<file path="src/rtl/reg_display_scan_if.sv">
// ---------------------------------------------------------------------------
// reg_display_scan_if
//   Register-file read port used by reg_display_scan.
//   rdAddr : 4-bit register select, driven by the scanner (master).
//   rdData : 16-bit combinational read data for rdAddr, driven by the
//            register file (slave).
// ---------------------------------------------------------------------------
interface reg_display_scan_if;
  logic [3:0]  rdAddr;
  logic [15:0] rdData;

  modport master (output rdAddr, input rdData);
  modport slave  (input rdAddr, output rdData);
endinterface

</file>
<file path="src/rtl/reg_display_scan.sv">
// ---------------------------------------------------------------------------
// reg_display_scan
//   Walks R0..R15 of a register file through a read port, latches each value
//   and shows it on a 4-digit multiplexed seven-segment display, with the
//   register index on 4 LEDs. Auto-advance after a dwell time, pause and
//   single-step are supported.
//
//   Optional feature: define DECIMAL_DISP_EN to show values in decimal. A
//   16-cycle sequential double-dabble (CONV state) follows FETCH; values
//   above 9999 show as four dashes. Without the macro the value is shown as
//   four hex digits and FETCH goes straight to SHOW.
//
// Parameters
//   DWELL_CYCLES   cycles each register stays displayed (>=2)
//   REFRESH_CYCLES cycles each digit is lit per scan (>=1)
//   LOOP           1: wrap R15->R0 and keep scanning, 0: stop after R15
//
// Ports
//   clk, reset  system clock, synchronous active-high reset
//   start       begin a scan at R0 (only honoured in IDLE)
//   pause       freeze the dwell counter while high
//   step        advance one register; honoured only while pause=1
//   rf          register-file read port (rdAddr out, rdData in)
//   seg         {g,f,e,d,c,b,a}, active-low
//   an          active-low one-hot digit enables, an[0] = least significant
//   dp          decimal point, active-low, held off
//   led         index of the register currently displayed
//   busy        high whenever the scanner is not IDLE
// ---------------------------------------------------------------------------
module reg_display_scan #(
  parameter int DWELL_CYCLES   = 50_000_000,
  parameter int REFRESH_CYCLES = 50_000,
  parameter bit LOOP           = 1'b1
) (
  input  logic                      clk,
  input  logic                      reset,
  input  logic                      start,
  input  logic                      pause,
  input  logic                      step,
  reg_display_scan_if.master        rf,
  output logic [6:0]                seg,
  output logic [3:0]                an,
  output logic                      dp,
  output logic [3:0]                led,
  output logic                      busy
);

  localparam int DW = $clog2(DWELL_CYCLES);
  localparam int RW = (REFRESH_CYCLES > 1) ? $clog2(REFRESH_CYCLES) : 1;

  localparam logic [2:0] S_IDLE  = 3'd0;
  localparam logic [2:0] S_FETCH = 3'd1;
  localparam logic [2:0] S_SHOW  = 3'd3;
  localparam logic [2:0] S_ADV   = 3'd4;
`ifdef DECIMAL_DISP_EN
  localparam logic [2:0] S_CONV  = 3'd2;
`endif

  logic [2:0]    state_q, state_d;
  logic [3:0]    addr_q,  addr_d;
  logic [3:0]    led_q,   led_d;
  logic [15:0]   val_q,   val_d;
  logic          blank_q, blank_d;
  logic [DW-1:0] dwell_q, dwell_d;
  logic [RW-1:0] refr_q,  refr_d;
  logic [1:0]    dig_q,   dig_d;
`ifdef DECIMAL_DISP_EN
  // {BCD[19:0], binary[15:0]}; binary bits shift up into the BCD field.
  logic [35:0]   conv_q,  conv_d;
  logic [3:0]    bit_q,   bit_d;

  // One double-dabble iteration: add 3 to every BCD digit >= 5, then shift.
  function automatic logic [35:0] dd_step(input logic [35:0] s);
    logic [35:0] t;
    t = s;
    for (int k = 0; k < 5; k++) begin
      if (t[16+4*k +: 4] >= 4'd5) t[16+4*k +: 4] = t[16+4*k +: 4] + 4'd3;
    end
    return t << 1;
  endfunction
`endif

  function automatic logic [6:0] seg_decode(input logic [3:0] n);
    logic [6:0] s;
    case (n)
      4'h0: s = 7'h40;
      4'h1: s = 7'h79;
      4'h2: s = 7'h24;
      4'h3: s = 7'h30;
      4'h4: s = 7'h19;
      4'h5: s = 7'h12;
      4'h6: s = 7'h02;
      4'h7: s = 7'h78;
      4'h8: s = 7'h00;
      4'h9: s = 7'h10;
`ifdef DECIMAL_DISP_EN
      default: s = 7'h3F;  // 4'hA marks an out-of-range value: dash
`else
      4'hA: s = 7'h08;
      4'hB: s = 7'h03;
      4'hC: s = 7'h46;
      4'hD: s = 7'h21;
      4'hE: s = 7'h06;
      default: s = 7'h0E;
`endif
    endcase
    return s;
  endfunction

  always_comb begin
    state_d = state_q;
    addr_d  = addr_q;
    led_d   = led_q;
    val_d   = val_q;
    blank_d = blank_q;
    dwell_d = dwell_q;
`ifdef DECIMAL_DISP_EN
    conv_d  = conv_q;
    bit_d   = bit_q;
`endif

    // Digit multiplexing runs in every state, independent of the scan.
    if (refr_q == RW'(REFRESH_CYCLES - 1)) begin
      refr_d = '0;
      dig_d  = dig_q + 2'd1;
    end else begin
      refr_d = refr_q + RW'(1);
      dig_d  = dig_q;
    end

    case (state_q)
      S_IDLE: begin
        if (start) begin
          addr_d  = 4'd0;
          state_d = S_FETCH;
        end
      end
      S_FETCH: begin
`ifdef DECIMAL_DISP_EN
        conv_d  = {20'd0, rf.rdData};
        bit_d   = 4'd0;
        state_d = S_CONV;
`else
        val_d   = rf.rdData;
        led_d   = addr_q;
        blank_d = 1'b0;
        dwell_d = '0;
        state_d = S_SHOW;
`endif
      end
`ifdef DECIMAL_DISP_EN
      S_CONV: begin
        conv_d = dd_step(conv_q);
        bit_d  = bit_q + 4'd1;
        if (bit_q == 4'd15) begin
          // A non-zero ten-thousands digit means the value exceeds 9999.
          val_d   = (conv_d[35:32] != 4'd0) ? 16'hAAAA : conv_d[31:16];
          led_d   = addr_q;
          blank_d = 1'b0;
          dwell_d = '0;
          state_d = S_SHOW;
        end
      end
`endif
      S_SHOW: begin
        // step only counts while paused, and the dwell counter only runs
        // while not paused, so the two can never cause a double advance.
        if (pause && step) begin
          dwell_d = '0;
          state_d = S_ADV;
        end else if (!pause) begin
          if (dwell_q == DW'(DWELL_CYCLES - 1)) begin
            dwell_d = '0;
            state_d = S_ADV;
          end else begin
            dwell_d = dwell_q + DW'(1);
          end
        end
      end
      S_ADV: begin
        if (addr_q == 4'hF && !LOOP) begin
          state_d = S_IDLE;
        end else begin
          addr_d  = addr_q + 4'd1;
          state_d = S_FETCH;
        end
      end
      default: state_d = S_IDLE;
    endcase
  end

  always_ff @(posedge clk) begin
    if (reset) begin
      state_q <= S_IDLE;
      addr_q  <= 4'd0;
      led_q   <= 4'd0;
      val_q   <= 16'd0;
      blank_q <= 1'b1;
      dwell_q <= '0;
      refr_q  <= '0;
      dig_q   <= 2'd0;
`ifdef DECIMAL_DISP_EN
      conv_q  <= 36'd0;
      bit_q   <= 4'd0;
`endif
    end else begin
      state_q <= state_d;
      addr_q  <= addr_d;
      led_q   <= led_d;
      val_q   <= val_d;
      blank_q <= blank_d;
      dwell_q <= dwell_d;
      refr_q  <= refr_d;
      dig_q   <= dig_d;
`ifdef DECIMAL_DISP_EN
      conv_q  <= conv_d;
      bit_q   <= bit_d;
`endif
    end
  end

  logic [3:0] nib;
  assign nib       = val_q[{dig_q, 2'b00} +: 4];
  assign an        = blank_q ? 4'hF : ~(4'b0001 << dig_q);
  assign seg       = blank_q ? 7'h7F : seg_decode(nib);
  assign dp        = 1'b1;
  assign led       = led_q;
  assign busy      = (state_q != S_IDLE);
  assign rf.rdAddr = addr_q;

endmodule
</file>
<file path="src/flat_wrapper.sv">
// flat-port wrapper written by rule: the top's interface ports become plain ports
module reg_display_scan_flat 
#(
  parameter int DWELL_CYCLES   = 50_000_000,
  parameter int REFRESH_CYCLES = 50_000,
  parameter bit LOOP           = 1'b1
)
  (clk, reset, start, pause, step, seg, an, dp, led, busy, rf_rdAddr, rf_rdData);
  reg_display_scan_if rf_i ();
  input  logic clk;
  input  logic reset;
  input  logic start;
  input  logic pause;
  input  logic step;
  output logic [6:0] seg;
  output logic [3:0] an;
  output logic dp;
  output logic [3:0] led;
  output logic busy;
  output wire logic [$bits(rf_i.rdAddr)-1:0] rf_rdAddr;
  input wire logic [$bits(rf_i.rdData)-1:0] rf_rdData;
  assign rf_rdAddr = rf_i.rdAddr;
  assign rf_i.rdData = rf_rdData;
  reg_display_scan #(.DWELL_CYCLES(DWELL_CYCLES), .REFRESH_CYCLES(REFRESH_CYCLES), .LOOP(LOOP)) u_core (.clk(clk), .reset(reset), .start(start), .pause(pause), .step(step), .rf(rf_i), .seg(seg), .an(an), .dp(dp), .led(led), .busy(busy));
endmodule
</file>
<file path="config.mk">
export PLATFORM = sky130hd
export DESIGN_NAME = reg_display_scan_flat
export DESIGN_NICKNAME = d
export VERILOG_FILES = /design/src/rtl/reg_display_scan_if.sv /design/src/rtl/reg_display_scan.sv /design/src/flat_wrapper.sv
export SDC_FILE = /design/constraint.sdc
export NUM_CORES = 1
export LEC_CHECK = 0
export CAP_MARGIN = 5
export CORE_AREA = 4 4 75 129
export DETAILED_ROUTE_END_ITERATION = 7
export DIE_AREA = 0 0 79 133
export PLACE_DENSITY_LB_ADDON = 0.3
export SYNTH_ARGS = -nofsm -noshare
export SYNTH_HDL_FRONTEND = slang
export SYNTH_SLANG_ARGS = --single-unit
export TNS_END_PERCENT = 30
</file>
<file path="constraint.sdc">
create_clock -name clk -period 2.53 [get_ports clk]
set_input_delay 0.506 -clock clk [delete_from_list [all_inputs] [get_ports clk]]
set_output_delay 0.506 -clock clk [all_outputs]
set_load 0.02 [all_outputs]
</file>
Yosys cells after proc, flatten, opt, wreduce, memory -nomap -nowiden:

Memory sizes are Yosys's and may differ from the RTL's.
Cells that the tools add are included.

* flip-flop bits (word level): 72
* latch bits: 0
* bits in writable memories: 0
* memory bits (read-only): 112
* output and inout port bits: 21
* word-level logic and storage cells: 46
* memories: 1

* add/subtract/negate cells: 4
* $mul: 0
* divide/modulo/power cells: 0
* magnitude comparators: 0
* eq/ne operators: 8
* shifts and indexed selects: 2
* mux-type cells: 13
* bitwise logic cells: 1
* reductions and logical operators: 9

Memory list
* (name not given): words 16, width 7, read ports 1, clocked after memory_dff 0, wr ports 0, line reg_display_scan.sv:85 `case (n)`

Operator list (number)
* two-way mux 26 bit: 3
* case mux 26 bit (2 select lines): 1
* adder 26 x 1 -> 26 bit, second input constant: 1
* equality test 26 bit, second input constant: 1
* adder 16 x 1 -> 16 bit, second input constant: 1
* equality test 16 bit, second input constant: 1
* variable part select 16 x 5 -> 4 bit: 1
* two-way mux 3 bit: 4
* case mux 3 bit (4 select lines): 1
* two-way mux 4 bit: 2
* case mux 4 bit (2 select lines): 1
* two-way mux 7 bit: 1
* adder 4 x 1 -> 4 bit, second input constant: 1
* inverter 4 bit: 1
* AND reduction 2 bit: 2
* nonzero test 2 bit: 2
* << shifter 1 x 2 -> 4 bit, first input constant: 1
* equality test 3 x 1 -> 1 bit, second input constant: 1
* equality test 3 x 2 -> 1 bit, second input constant: 1
* equality test 3 bit, second input constant: 1
* logical NOT 3 bit: 1
* != test 3 x 1 -> 1 bit, second input constant: 1
* != test 3 x 2 -> 1 bit, second input constant: 1
* AND reduction 3 bit: 1
* 5 further kinds: 5

Longest topological paths before layout:

* depth in word-level cells: 5
* gate-level depth with buffers: 7
* mapped depth without buffers: 6

Worst setup path after synthesis:

Ideal clock, no wire load.

* path type: reg-to-output
* start: register u_core.dig_q[0]
* end: output port seg[3]
* arrival: 2.046 ns
* data required time: 2.024 ns
* slack: -0.022 ns
* cell stages (with the launch flop): 8
* path buffers: 1
* cells stage by stage: dfxtp_1 -> buf_6 -> mux4_2 -> inv_1 -> ha_1 -> inv_1 -> mux4_2 -> or2_1

* cells in the longest elaborated chain, start to end: 3

Ends and longest elaborated chain
* start, declared: line reg_display_scan.sv:66 `logic [1:0] dig_q, dig_d;`
* start signal, assigned: line reg_display_scan.sv:214 `dig_q <= dig_d;`
* variable part select 16 x 5 -> 4 bit: line reg_display_scan.sv:223 `assign nib = val_q[{dig_q, 2'b00} +: 4];`
* memory read (16 x 7 bit)
* two-way mux 7 bit: line reg_display_scan.sv:225 `assign seg = blank_q ? 7'h7F : seg_decode(nib);`
* end, declared: line flat_wrapper.sv:15 `output logic [6:0] seg;`

Every way passes these cells.

Worst setup path in the final report:

Ends and elaborated chain as after synthesis.

==> flow_summary.yaml <==
logic_synthesis:
  ys_ff_latch: 72
  synthFlopType: "dfxtp_1"
  synth-edff-count: 0
  syn-num-nets: 474
  syn_avg_cell_area_um2: 8.69
  yosysTopAreaCell: "dfxtp_1"
  yosysUniqueCellTypes: 56
  synth_top_area_share_pct: 37.7
  synth_area_um2: 3820
  synthArstFlopShare_pct: 0
  yosysWarningCount: 0
  syn_inst: 440
  synth_area_leaders: "dfxtp_1 38%, nand2_1 5.4%, ha_1 4.3%"
  ys_seq_area_share_pct: 37.7
global_route:
  grt_usage_pct: 17.3
  grt_pass1_wl_um: 14800
  grt_pass1_vias: 3208
  grt_max_degree: 31
  grt.overflow.total: 0
  antenna_found_initial: 0
worst_setup_path:
  crit_start: "u_core.dig_q[0]"
  cp_max_fo: 4
  criticalPathCategory: "reg -> out"
  timing.rr.start: "u_core.dwell_q[0]"
  end_kind: "primary output"
  critPathLaunchType: "register"
  crit_required_ns: 2.02
  crit_arrival_ns: 2.35
die:
  io_pins: 42
  start_util_pct: 44.1
  die_h_um: 133
  rows: 45
  die_w_um: 79
  dieArea_um2: 10500
  core_area_um2: 8670
clocking:
  root_buffer: "clkbuf_16"
  cts_sinks: 72
  cts_buffers: 9
  clock_latency_ns: 0.33
  clockBufferDepth: 2
  clk_pin_slew_ns: 0.06
  cts-htree-levels: 3
  cts_tree: "yes"
sta:
  fmax_ghz: 0.350
  tightest_slew_ns: 0.769
  grt_setup_unrepaired: "true"
  skew_ns: 0.00747
  hold_viol_final: 0
  whs_ns: 0.419
  setup_viol: 7
  slew_headroom_pct: 48.7
  final_max_slew_viol_count: 0
  setup_ws_ns: -0.324
  period_share_pct: 113
  fin_crit_ns: 2.85
pwr:
  p_per_area_nw_per_um2: 591
  vdd_drop_max_mv: 0.439
  leakage_nw: 1.52
status:
  status: "complete, but fails checks"
  failed_checks: "setup timing"
worst_hold_path:
  hp-class: "in -> reg"
  hp-start: "reset"
routing:
  drt_iter0_markers: 164
  drc_errors: 0
  wl_per_cell_um: 14.6
  drtPass1Iterations: 4
  via_count: 3352
  wl_um: 8770
  final_antenna_net_count: 0
  via_per_inst: 5.58
placed_design:
  place_hpwl_um: 6200
  gp_congestion: 0.805
  io_buffer_count: 40
  placed_cells: 584
layout:
  instances_no_fill: 601
  num-nets-final: 513
  final_common_cell: "dfxtp_1"
  layout_common_cells: "71 x dfxtp_1, 55 x nand2_1, 35 x nor2_1, 32 x clkdlybuf4s50_1, 31 x a21oi_1"
  drive_above_1_share_pct: 15.7
  antenna_cells: 0
  fillerInstances: 818
  area_growth_pct: 23.3
job:
  maxCapViolations: 0
==> what timing repair did <==
| item | CTS | global route |
|---|---|---|
| pin swaps | 0 | 1 |
| setup endpoints to repair | 7 | 7 |
| resized for setup | 34 | 6 |
| hold buffers | 0 | 0 |
| buffers inserted | 1 | 0 |
==> path summary, 6_finish.rpt <==
| kind | endpoint | slack, ns | depth (start not counted) |
|---|---|---|---|
| hold reg to reg | u_core.val_q[3] | 0.46 | 2 |
| setup / recovery | seg[3] | -0.32 | 7 |
| setup reg to reg | u_core.dwell_q[9] | 0.39 | 6 |
| hold / removal | u_core.val_q[3] | 0.42 | 2 |
==> sequential cells by signal, indices dropped and copies added (netlist names) <==
register,cells
u_core.dig_q,2
u_core.val_q,16
u_core.blank_q,1
u_core.dwell_q,26
u_core.refr_q,16
u_core.led,4
u_core.rf.rdAddr,4
u_core.state_q,3
==> power by group <==
| part | switching (mW) | internal, mW |
|---|---|---|
| clock network | 0.485 | 0.766 |
| logic | 0.189 | 0.153 |
| registers | 0.0301 | 1.16 |
| total | 0.704 | 2.08 |
==> Yosys cell counts (3+ instances only) <==
| master | number |
|---|---|
| inv_1 | 10 |
| nor2b_1 | 4 |
| or4_4 | 3 |
| nor3_1 | 7 |
| a221oi_1 | 18 |
| nand3_1 | 17 |
| a221oi_2 | 4 |
| mux2i_1 | 3 |
| clkbuf_1 | 18 |
| nor4_1 | 4 |
| buf_2 | 9 |
| and4_1 | 3 |
| xnor2_1 | 15 |
| buf_6 | 3 |
| mux4_2 | 5 |
| nand4_1 | 11 |
| xor2_1 | 4 |
| nor2_1 | 35 |
| or3_1 | 7 |
| a21oi_1 | 31 |
| dfxtp_1 | 72 |
| ha_1 | 13 |
| a211oi_1 | 7 |
| nand2_1 | 55 |
| or4_1 | 12 |
| nand2b_1 | 6 |
| and2_1 | 4 |
| o31ai_1 | 14 |
| o21ai_0 | 12 |
==> cell type report <==
type                    count  area [µm²]  share of cell area [%]
clock buffers              10         229                    4.86
clock inverters             6        70.1                    1.49
inverters                  10        37.5                   0.796
multi-input cells         325        2220                    47.1
flip-flops and latches     72        1450                    30.7
well taps                 117         146                    3.11
repair buffers             61         564                    12.0
==> critical path, stage by stage (launching register included) <==
cell and delay [ns]:
dfxtp_4 0.36, mux4_2 0.57, inv_2 0.12, ha_4 0.14
inv_2 0.03, mux4_2 0.44, or2_4 0.24, buf_6 0.13
==> layer usage <==
layer | vias to the layer above | part of all wire, % | GRT usage, %
li1 | 1691 | - | -
met1 | 1594 | 43 | 20.0
met2 | 55 | 52 | 30.2
met3 | 12 | 2.9 | 3.61
met4 | 0 | 2.1 | 7.46
met5 | - | 0 | 0
==> logic make-up after synthesis <==
family,share of synthesized area (%)
AO/OA/AOI/OAI,17.8
multiplexers,4.02
other,0.0981
buffers and inverters,5.30
flip-flops,37.7
XOR/XNOR,4.35
AND/OR/NAND/NOR,26.4
adder cells (fa/ha/maj),4.25
==> through the flow <==
stage                     area (µm²)  setup TNS, ns  util (%)  power, mW  setup WS, ns
after CTS                       4700          -1.67      54.2       2.81        -0.338
after detailed placement        4370          -1.95      50.3       1.55        -0.471
final                           4710          -1.44      54.4       2.79        -0.324
after global routing            4710          -2.02      54.4       2.89        -0.390
after floorplan                 3830              0         -       1.42      0.000419
after global placement          4370          -1.80      50.3       1.55        -0.445
Power figures use the tool's default switching activity.
